File: src/rtl/io_sequencer_pkg.sv
// Shared definitions for the io_sequencer session controller: state encoding,
// address stride and counter widths.
package io_sequencer_pkg;

    typedef enum logic [2:0] {
        S_IDLE,
        S_LOAD,
        S_WRITE,
        S_RUN,
        S_DUMP_RD,
        S_DUMP_OUT,
        S_DONE,
        S_ERR
    } state_t;

    localparam int ADDR_STEP = 4;
    localparam int IDX_W     = 8;
    localparam int CNT_W     = 16;

    // Byte address of word idx; wraps modulo 2^32.
    function automatic logic [31:0] word_addr(input logic [31:0] base,
                                              input logic [IDX_W-1:0] idx);
        return base + 32'(ADDR_STEP) * 32'(idx);
    endfunction

endpackage

File: src/rtl/io_sequencer_run_timer.sv
// Saturating RUN-cycle counter with a terminal-count flag that fires on the
// cycle whose increment reaches TIMEOUT.
module run_timer
    import io_sequencer_pkg::*;
#(
    parameter int TIMEOUT = 4096
) (
    input  logic             clk,
    input  logic             rst_n,
    input  logic             clr,
    input  logic             en,
    output logic [CNT_W-1:0] count,
    output logic             tc
);

    always_ff @(posedge clk or negedge rst_n) begin
        if (!rst_n) begin
            count <= '0;
        end else if (clr) begin
            count <= '0;
        end else if (en && (count != '1)) begin
            count <= count + 1'b1;
        end
    end

    assign tc = en && (count == CNT_W'(TIMEOUT - 1));

endmodule

File: src/rtl/io_sequencer.sv
// Session sequencer: loads words into CPU memory, runs the CPU until Halt or
// timeout, then dumps memory words to a consumer. Moore FSM, registered outputs.
module io_sequencer
    import io_sequencer_pkg::*;
#(
    parameter logic [31:0] BASE_ADDR  = 32'h0000_0000,
    parameter int          LOAD_WORDS = 16,
    parameter int          DUMP_WORDS = 16,
    parameter int          TIMEOUT    = 4096
) (
    input  logic        CLK,
    input  logic        Reset_n,
    input  logic        Go,
    input  logic        HostValid,
    input  logic [31:0] HostData,
    output logic        HostReady,
    output logic        Start,
    output logic        Stop,
    output logic        Verify,
    output logic [31:0] AddrToCpu,
    output logic [31:0] NumToCpu,
    input  logic        Halt,
    input  logic [31:0] NumFromCpu,
    output logic        DumpValid,
    output logic [31:0] DumpData,
    input  logic        DumpReady,
    output logic        Busy,
    output logic        Done,
    output logic        TimeoutErr,
    output logic [15:0] RunCycles
);

    state_t           state, state_nxt;
    logic [IDX_W-1:0] idx, idx_nxt;
    logic [31:0]      addr_nxt, num_nxt, dump_nxt;
    logic             run_clr, run_tc, first_run;

    run_timer #(.TIMEOUT(TIMEOUT)) u_timer (
        .clk   (CLK),
        .rst_n (Reset_n),
        .clr   (run_clr),
        .en    (state == S_RUN),
        .count (RunCycles),
        .tc    (run_tc)
    );

    // Counter is cleared on Go, so zero marks the first RUN cycle.
    assign first_run = (RunCycles == '0);

    always_comb begin
        state_nxt = state;
        idx_nxt   = idx;
        run_clr   = 1'b0;
        num_nxt   = NumToCpu;
        dump_nxt  = DumpData;
        addr_nxt  = AddrToCpu;
        case (state)
            S_IDLE, S_DONE, S_ERR: begin
                if (Go) begin
                    state_nxt = S_LOAD;
                    idx_nxt   = '0;
                    run_clr   = 1'b1;
                end
            end
            S_LOAD: begin
                if (HostValid && HostReady) begin
                    state_nxt = S_WRITE;
                    num_nxt   = HostData;
                end
            end
            S_WRITE: begin
                if (idx == IDX_W'(LOAD_WORDS - 1)) begin
                    state_nxt = S_RUN;
                    idx_nxt   = '0;
                end else begin
                    state_nxt = S_LOAD;
                    idx_nxt   = idx + 1'b1;
                end
            end
            S_RUN: begin
                if (Halt && !first_run) state_nxt = S_DUMP_RD;
                else if (run_tc)        state_nxt = S_ERR;
            end
            S_DUMP_RD: begin
                state_nxt = S_DUMP_OUT;
                dump_nxt  = NumFromCpu;
            end
            S_DUMP_OUT: begin
                if (DumpReady) begin
                    if (idx == IDX_W'(DUMP_WORDS - 1)) begin
                        state_nxt = S_DONE;
                    end else begin
                        state_nxt = S_DUMP_RD;
                        idx_nxt   = idx + 1'b1;
                    end
                end
            end
            default: state_nxt = S_IDLE;
        endcase
        if (state_nxt == S_WRITE || state_nxt == S_DUMP_RD)
            addr_nxt = word_addr(BASE_ADDR, idx_nxt);
    end

    always_ff @(posedge CLK or negedge Reset_n) begin
        if (!Reset_n) begin
            state      <= S_IDLE;
            idx        <= '0;
            AddrToCpu  <= '0;
            NumToCpu   <= '0;
            DumpData   <= '0;
            HostReady  <= 1'b0;
            Start      <= 1'b0;
            Stop       <= 1'b0;
            Verify     <= 1'b0;
            DumpValid  <= 1'b0;
            Busy       <= 1'b0;
            Done       <= 1'b0;
            TimeoutErr <= 1'b0;
        end else begin
            state      <= state_nxt;
            idx        <= idx_nxt;
            AddrToCpu  <= addr_nxt;
            NumToCpu   <= num_nxt;
            DumpData   <= dump_nxt;
            // Strobes decode the next state so they line up with the state register.
            HostReady  <= (state_nxt == S_LOAD);
            Start      <= (state_nxt == S_RUN);
            Stop       <= (state_nxt == S_WRITE);
            Verify     <= (state_nxt == S_DUMP_RD);
            DumpValid  <= (state_nxt == S_DUMP_OUT);
            Busy       <= (state_nxt inside {S_LOAD, S_WRITE, S_RUN, S_DUMP_RD, S_DUMP_OUT});
            Done       <= (state_nxt == S_DONE);
            TimeoutErr <= (state_nxt == S_ERR);
        end
    end

endmodule

File: config.mk
export PLATFORM = sky130hd
export DESIGN_NAME = io_sequencer
export DESIGN_NICKNAME = d
export VERILOG_FILES = /design/src/rtl/io_sequencer_pkg.sv /design/src/rtl/io_sequencer_run_timer.sv /design/src/rtl/io_sequencer.sv
export SDC_FILE = /design/constraint.sdc
export NUM_CORES = 1
export LEC_CHECK = 0
export ABC_AREA = 1
export CAP_MARGIN = 5
export CORE_ASPECT_RATIO = 0.9
export CORE_MARGIN = 2
export CORE_UTILIZATION = 45
export DETAILED_ROUTE_END_ITERATION = 12
export PLACE_DENSITY = 0.84
export SLEW_MARGIN = 30
export SYNTH_ARGS = -nofsm -noshare
export SYNTH_HDL_FRONTEND = slang
export SYNTH_SLANG_ARGS = --single-unit
File: constraint.sdc
create_clock -name CLK -period 3.8 [get_ports CLK]
set_input_delay 0.57 -clock CLK [delete_from_list [all_inputs] [get_ports CLK]]
set_output_delay 0.57 -clock CLK [all_outputs]
set_load 0.02 [all_outputs]
; Word level (Yosys, flattened, before mapping)
; Index checks and enable logic that the tools add are counted.
[op_classes]
add_sub_neg = 2
n_eq_ne = 17
muxes = 17
reduce_logical = 12
[ops]
columns = cell, count
row1 = $mux W16, 2
row2 = $mux W8, 4
row3 = $eq A3 B3 Y1 const B, 8
row4 = $pmux W8 S3, 1
row5 = $pmux W3 S6, 1
row6 = $add A16 B1 Y16 const B, 1
row7 = $eq A16 B12 Y1 const B, 1
row8 = $logic_not A16 Y1, 1
row9 = $ne A16 B16 Y1 const B, 1
row10 = $mux W3, 5
row11 = $eq A3 B2 Y1 const B, 4
row12 = $add A8 B1 Y8 const B, 1
row13 = $eq A8 B4 Y1 const B, 1
row14 = $eq A3 B1 Y1 const B, 2
row15 = $reduce_bool A5 Y1, 1
row16 = $logic_and A1 B1 Y1, 4
row17 = $mux W2, 2
row18 = $logic_not A3 Y1, 1
row19 = $reduce_or A3 Y1, 1
row20 = $mux W1, 2
row21 = $reduce_and A2 Y1, 1
row22 = $reduce_bool A2 Y1, 1
row23 = $logic_not A1 Y1, 1
row24 = $logic_or A1 B1 Y1, 1
[totals]
regBits = 107
in_bits = 70
wordCells = 62

; Depth between registers and ports, before layout
[depth]
ltp_word = 7
mapped_depth = 13

; By module
; Synthesis repeated with hierarchy kept, for this count alone.
[hier_totals]
hier_cells = 579
hier_area_um2 = 5147.4
[by_module_without_submodules]
columns = module, instances, cells_each, area_per_inst_um2, seq_area_each_um2
row1 = io_sequencer, 1, 414, 4031.4, 2277.2
row2 = run_timer, 1, 165, 1116.1, 400.4

; Least setup slack after synthesis
; No wires, ideal clock.
[synth_path]
kind = register -> register
startpoint = register u_timer.count[0]
endpoint = register u_timer.count[12]
arrival_ps = 1746
required_time_ps = 3679
path_slack_ps = 1933
path_stages_with_launch = 14
path_buffers = 1
cell_sequence = dfrtp_1 > ha_1 > nand2_1 > nor2_4 > nand2_2 > nor2_2 > nand3_1 > nand2_2 > nand2_2 > buf_6 > nand2_2 > nand2_1 > nand2_1 > nor2_1
[synth_between]
elab_chain_cells = 3
[synth_rtl]
columns = item, line_no
row1 = "start, declared", io_sequencer_run_timer.sv:12  ; output logic [CNT_W-1:0] count,
row2 = "start signal, assigned", io_sequencer_run_timer.sv:22  ; count <= count + 1'b1;
row3 = $add A16 B1 Y16 / $ne A16 B16 Y1 (equally long branches), "io_sequencer_run_timer.sv:22, io_sequencer_run_timer.sv:21"
row4 = $mux W16 / $logic_and A1 B1 Y1 (equally long branches), io_sequencer_run_timer.sv:21  ; end else if (en && (count != '1)) begin
row5 = $mux W16 / $reduce_bool A2 Y1 (equally long branches), n/a
; Parallel ways exist; a longest one is shown, timed or not. The select of a mux whose other input is x is not followed.
; A chain may end at the register's enable or synchronous reset.

; Final worst setup path
[layout_path]
startpoint = input HostValid
endpoint = register NumToCpu[4]
[layout_between]
elab_chain_cells = 2
[layout_rtl]
columns = item, line_no
row1 = "start, declared", io_sequencer.sv:14  ; input logic HostValid,
row2 = $logic_and A1 B1 Y1, io_sequencer.sv:66  ; if (HostValid && HostReady) begin
row3 = $reduce_and A2 Y1 (no source line), n/a
row4 = "end signal, assigned", io_sequencer.sv:123  ; NumToCpu <= num_nxt;
row5 = "end, declared", io_sequencer.sv:21  ; output logic [31:0] NumToCpu,
; Every way passes these cells.

==> flow_summary_export.csv <==
group,metric,value,unit
outcome,status,"finished, final reports clean",
cts,htree_levels,3,
logic_synthesis,yosys.area.top_type,"dfrtp_1",
cts,tritoncts,"built",
drt,first_pass_iters,5,
sta,slew-limit-headroom,55.2,%
logic_synthesis,ys_warn_count,0,
cts,ctsHoldBuffers,0,
worst_setup_path,r2r_start,"idx[1]",
cts,cts_setup_buffers,0,
worst_setup_path,path_cells,"clkdlybuf4s50_1, nand2_1, nor2_2, buf_4, inv_1, buf_4, nand2_1, nand2_1",
power_and_ir_drop,power_switching_share,39.4,%
drt,detail-route-antenna-nets,0,
drt,drtIter0Drc,164,
placement,portBuffers,165,
drt,drt-total-wl,11800,um
logic_synthesis,ys_top_cells_by_count,"179 x nand2_1, 107 x dfrtp_1, 48 x nor2_1, 33 x inv_1, 32 x mux2_2",
sta,clock.fmax,478,MHz
logic_synthesis,syn_avg_cell_area,9.01,um^2
logic_synthesis,ys_types,29,
sta,final.period_utilization,55.0,%
power_and_ir_drop,p_leak,0.00323,uW
global_route,antenna_found_initial,0,
cts,root_buffer,"clkbuf_16",
logic_synthesis,synth_ff_type,"dfrtp_1",
logic_synthesis,synth_edf_count,0,
logic_synthesis,ys_top_cells_by_area,"dfrtp_1 55%, nand2_1 14%, mux2_2 7.3%",
global_route,grt_overflow,0,
global_route,track_usage,20.6,%
logic_synthesis,yosys.area_share.adder,1.02,%
drt,via_per_inst,4.89,
power_and_ir_drop,internal-power,3080,uW
worst_setup_path,critical_path_class,"in -> reg",
power_and_ir_drop,ir_drop,0.390,mV
worst_setup_path,r2r_slack,1.75,ns
final_layout,area_growth,40.5,%
logic_synthesis,ys_ff_latch,107,
logic_synthesis,synth-compound-area-share,3.42,%
power_and_ir_drop,combinationalPowerShare,47.2,%
sta,finalSetupViolCount,0,
final_layout,drive_above_1_share,10.3,%
cts,post_cts_resized,0,
drt,num_vias,4161,
final_layout,num_antenna_cells,0,
power_and_ir_drop,switchingPower,2000,uW
logic_synthesis,yosysMostFrequentCell,"nand2_1",
cts,clkLatencyLatePin,0.35,ns
power_and_ir_drop,p_seq_share,35.6,%
worst_setup_path,ff2ff_path_depth,10,
final_layout,utilization,64.3,%
power_and_ir_drop,clkPwrFrac,17.2,%
worst_setup_path,worstPathArrival,2.32,ns
logic_synthesis,async_flop_share,100,%
worst_setup_path,cp.required,4.03,ns
sta,period_needed,2.09,ns
worst_setup_path,slowest_delay,0.46,ns
placement,gp_congestion,0.907,
floorplan,chipHeight,103,um
worst_setup_path,startpoint,"HostValid",
floorplan,die_w,114,um
drt,drc,0,
power_and_ir_drop,powerDensity,736,nW/um^2
worst_setup_path,startpoint_type,"input pin",
placement,dp_hpwl,8860,um
worst_setup_path,cpMaxStageDelayCell,"clkdlybuf4s50_1",
logic_synthesis,synth_top_family_by_area,"simple AND/OR/NAND/NOR gates",
power_and_ir_drop,total_power,5070,uW
sta,worstMarginPinSlew,0.673,ns
sta,finalSetupTns,0,ns
sta,hold_violations,0,
cts,cts_buffers,9,
sta,grt_setup_unrepaired,"no",
floorplan,initial_core_util,45.8,%
sta,skew,0.00894,ns
final_layout,fin_nets,787,
logic_synthesis,synth_area,4910,um^2
run,max-cap-violations,0,
worst_setup_path,worstPathMaxFanout,35,
placement,dpl-instance-area,6610,um^2
worst_setup_path,critPathCaptureType,"register",
cts,cts_sinks,107,
logic_synthesis,synth_seq_area_share,54.6,%
worst_setup_path,crit_path_end,"NumToCpu[4]",
sta,maxSlewViolCount,0,
cts,cts.path.max_buffers,2,
global_route,grt_pass1_vias,4060,
hold_path,hp-class,"in -> async",
worst_setup_path,cp_common_cell,"nand2_1",
logic_synthesis,syn_inst,545,
floorplan,die_area,11800,um^2
drt,wl_per_cell,13.9,um
worst_setup_path,reg2reg_to,"AddrToCpu[2]",
global_route,grt_max_degree,77,
floorplan,rows,36,
cts,cts.clk_slew.worst_paths,0.07,ns
logic_synthesis,synth.mux.area_fraction,7.34,%
floorplan,pin_count,190,
floorplan,coreArea,10700,um^2
final_layout,design_area,6900,um^2
logic_synthesis,yosys.area_share.xor_xnor,1.43,%
logic_synthesis,yosys.area_share.simple,24.3,%
logic_synthesis,synth.top_cell.area_share,54.6,%
global_route,grt_first_pass_wirelength,19100,um
[power by group through the flow]
stage	sequential, uW	clock (uW)	combinational (uW)
global route	1850	946	2600
CTS	1810	898	2420
floorplan	2250	0	885
finish	1800	874	2400
global placement	1800	0	2340
detailed placement	1810	0	2420
[cells by family after synthesis]
group | count (synthesis)
compound gates | 32
xor+xnor | 8
fa+ha+maj | 4
buf+inv | 76
flops | 107
mux | 32
other cells | 1
simple gates | 285
[critical path, delay by kind of cell]
family                 cells  cell delay [ns]
buffers and inverters      4             1.36
AND/OR/NAND/NOR            4             0.38
[metal layers]
layer | vias to the layer above | GRT usage (%) | part of all wire (%)
met5 | - | 0 | 0
met4 | 0 | 7.41 | 1.6
met3 | 19 | 5.64 | 9.0
met2 | 188 | 34.0 | 48
met1 | 1935 | 26.4 | 41
li1 | 2019 | - | -
[state kept, by name (all words and copies together) (netlist names)]
register and count:
DumpData 32, NumToCpu 32, u_timer.count 16, AddrToCpu 8, idx 8, state 3, Busy 1, Done 1
DumpValid 1, HostReady 1, Start 1, Stop 1, TimeoutErr 1, Verify 1
[worst min path at each step]
stage                 start            to  slack, ns  cells after the start
2_1_floorplan       Reset_n  AddrToCpu[2]       0.27                      0
3_3_place_gp    NumToCpu[1]   NumToCpu[1]       0.45                      2
3_5_place_dp   NumToCpu[10]  NumToCpu[10]       0.46                      2
4_1_cts             Reset_n   NumToCpu[8]       0.42                      1
5_1_grt             Reset_n   NumToCpu[2]       0.30                      1
6_report            Reset_n   NumToCpu[7]       0.24                      1
[layout by cell type (no fill, tap or decap), drive strengths merged]
master | netlist | routed
ha | 4 | 4
clkinv | 0 | 3
xnor2 | 1 | 1
nand4 | 5 | 5
clkbuf | 7 | 10
o211ai | 1 | 1
clkinvlp | 0 | 1
xor2 | 7 | 7
nor3 | 9 | 9
buf | 29 | 6
conb | 1 | 24
nand2 | 185 | 185
clkdlybuf4s50 | 0 | 164
nor2 | 52 | 52
and3 | 1 | 1
inv | 40 | 42
o21ai | 19 | 19
mux2 | 32 | 32
a21oi | 10 | 10
nor4 | 1 | 1
nand3 | 32 | 32
o31ai | 2 | 2
dfrtp | 107 | 107
[layout make-up]
class,instances,area [um^2]
clock buffers,10,229
multi-input cells,385,1930
inverters,40,150
repair buffers,170,1690
fillers,872,3820
well taps,133,166
flip-flops and latches,107,2680
clock inverters,6,50.0
[per-stage QoR]
stage | worst slack [ns] | cells | hold WS [ns]
2_1_floorplan | 1.93 | 568 | 0.274
3_3_place_gp | 1.42 | 835 | 0.454
3_5_place_dp | 1.38 | 835 | 0.462
4_1_cts | 1.73 | 851 | 0.418
5_1_grt | 1.54 | 851 | 0.298
6_report | 1.71 | 851 | 0.242
Note: power is estimated with default switching activity, not from simulation.
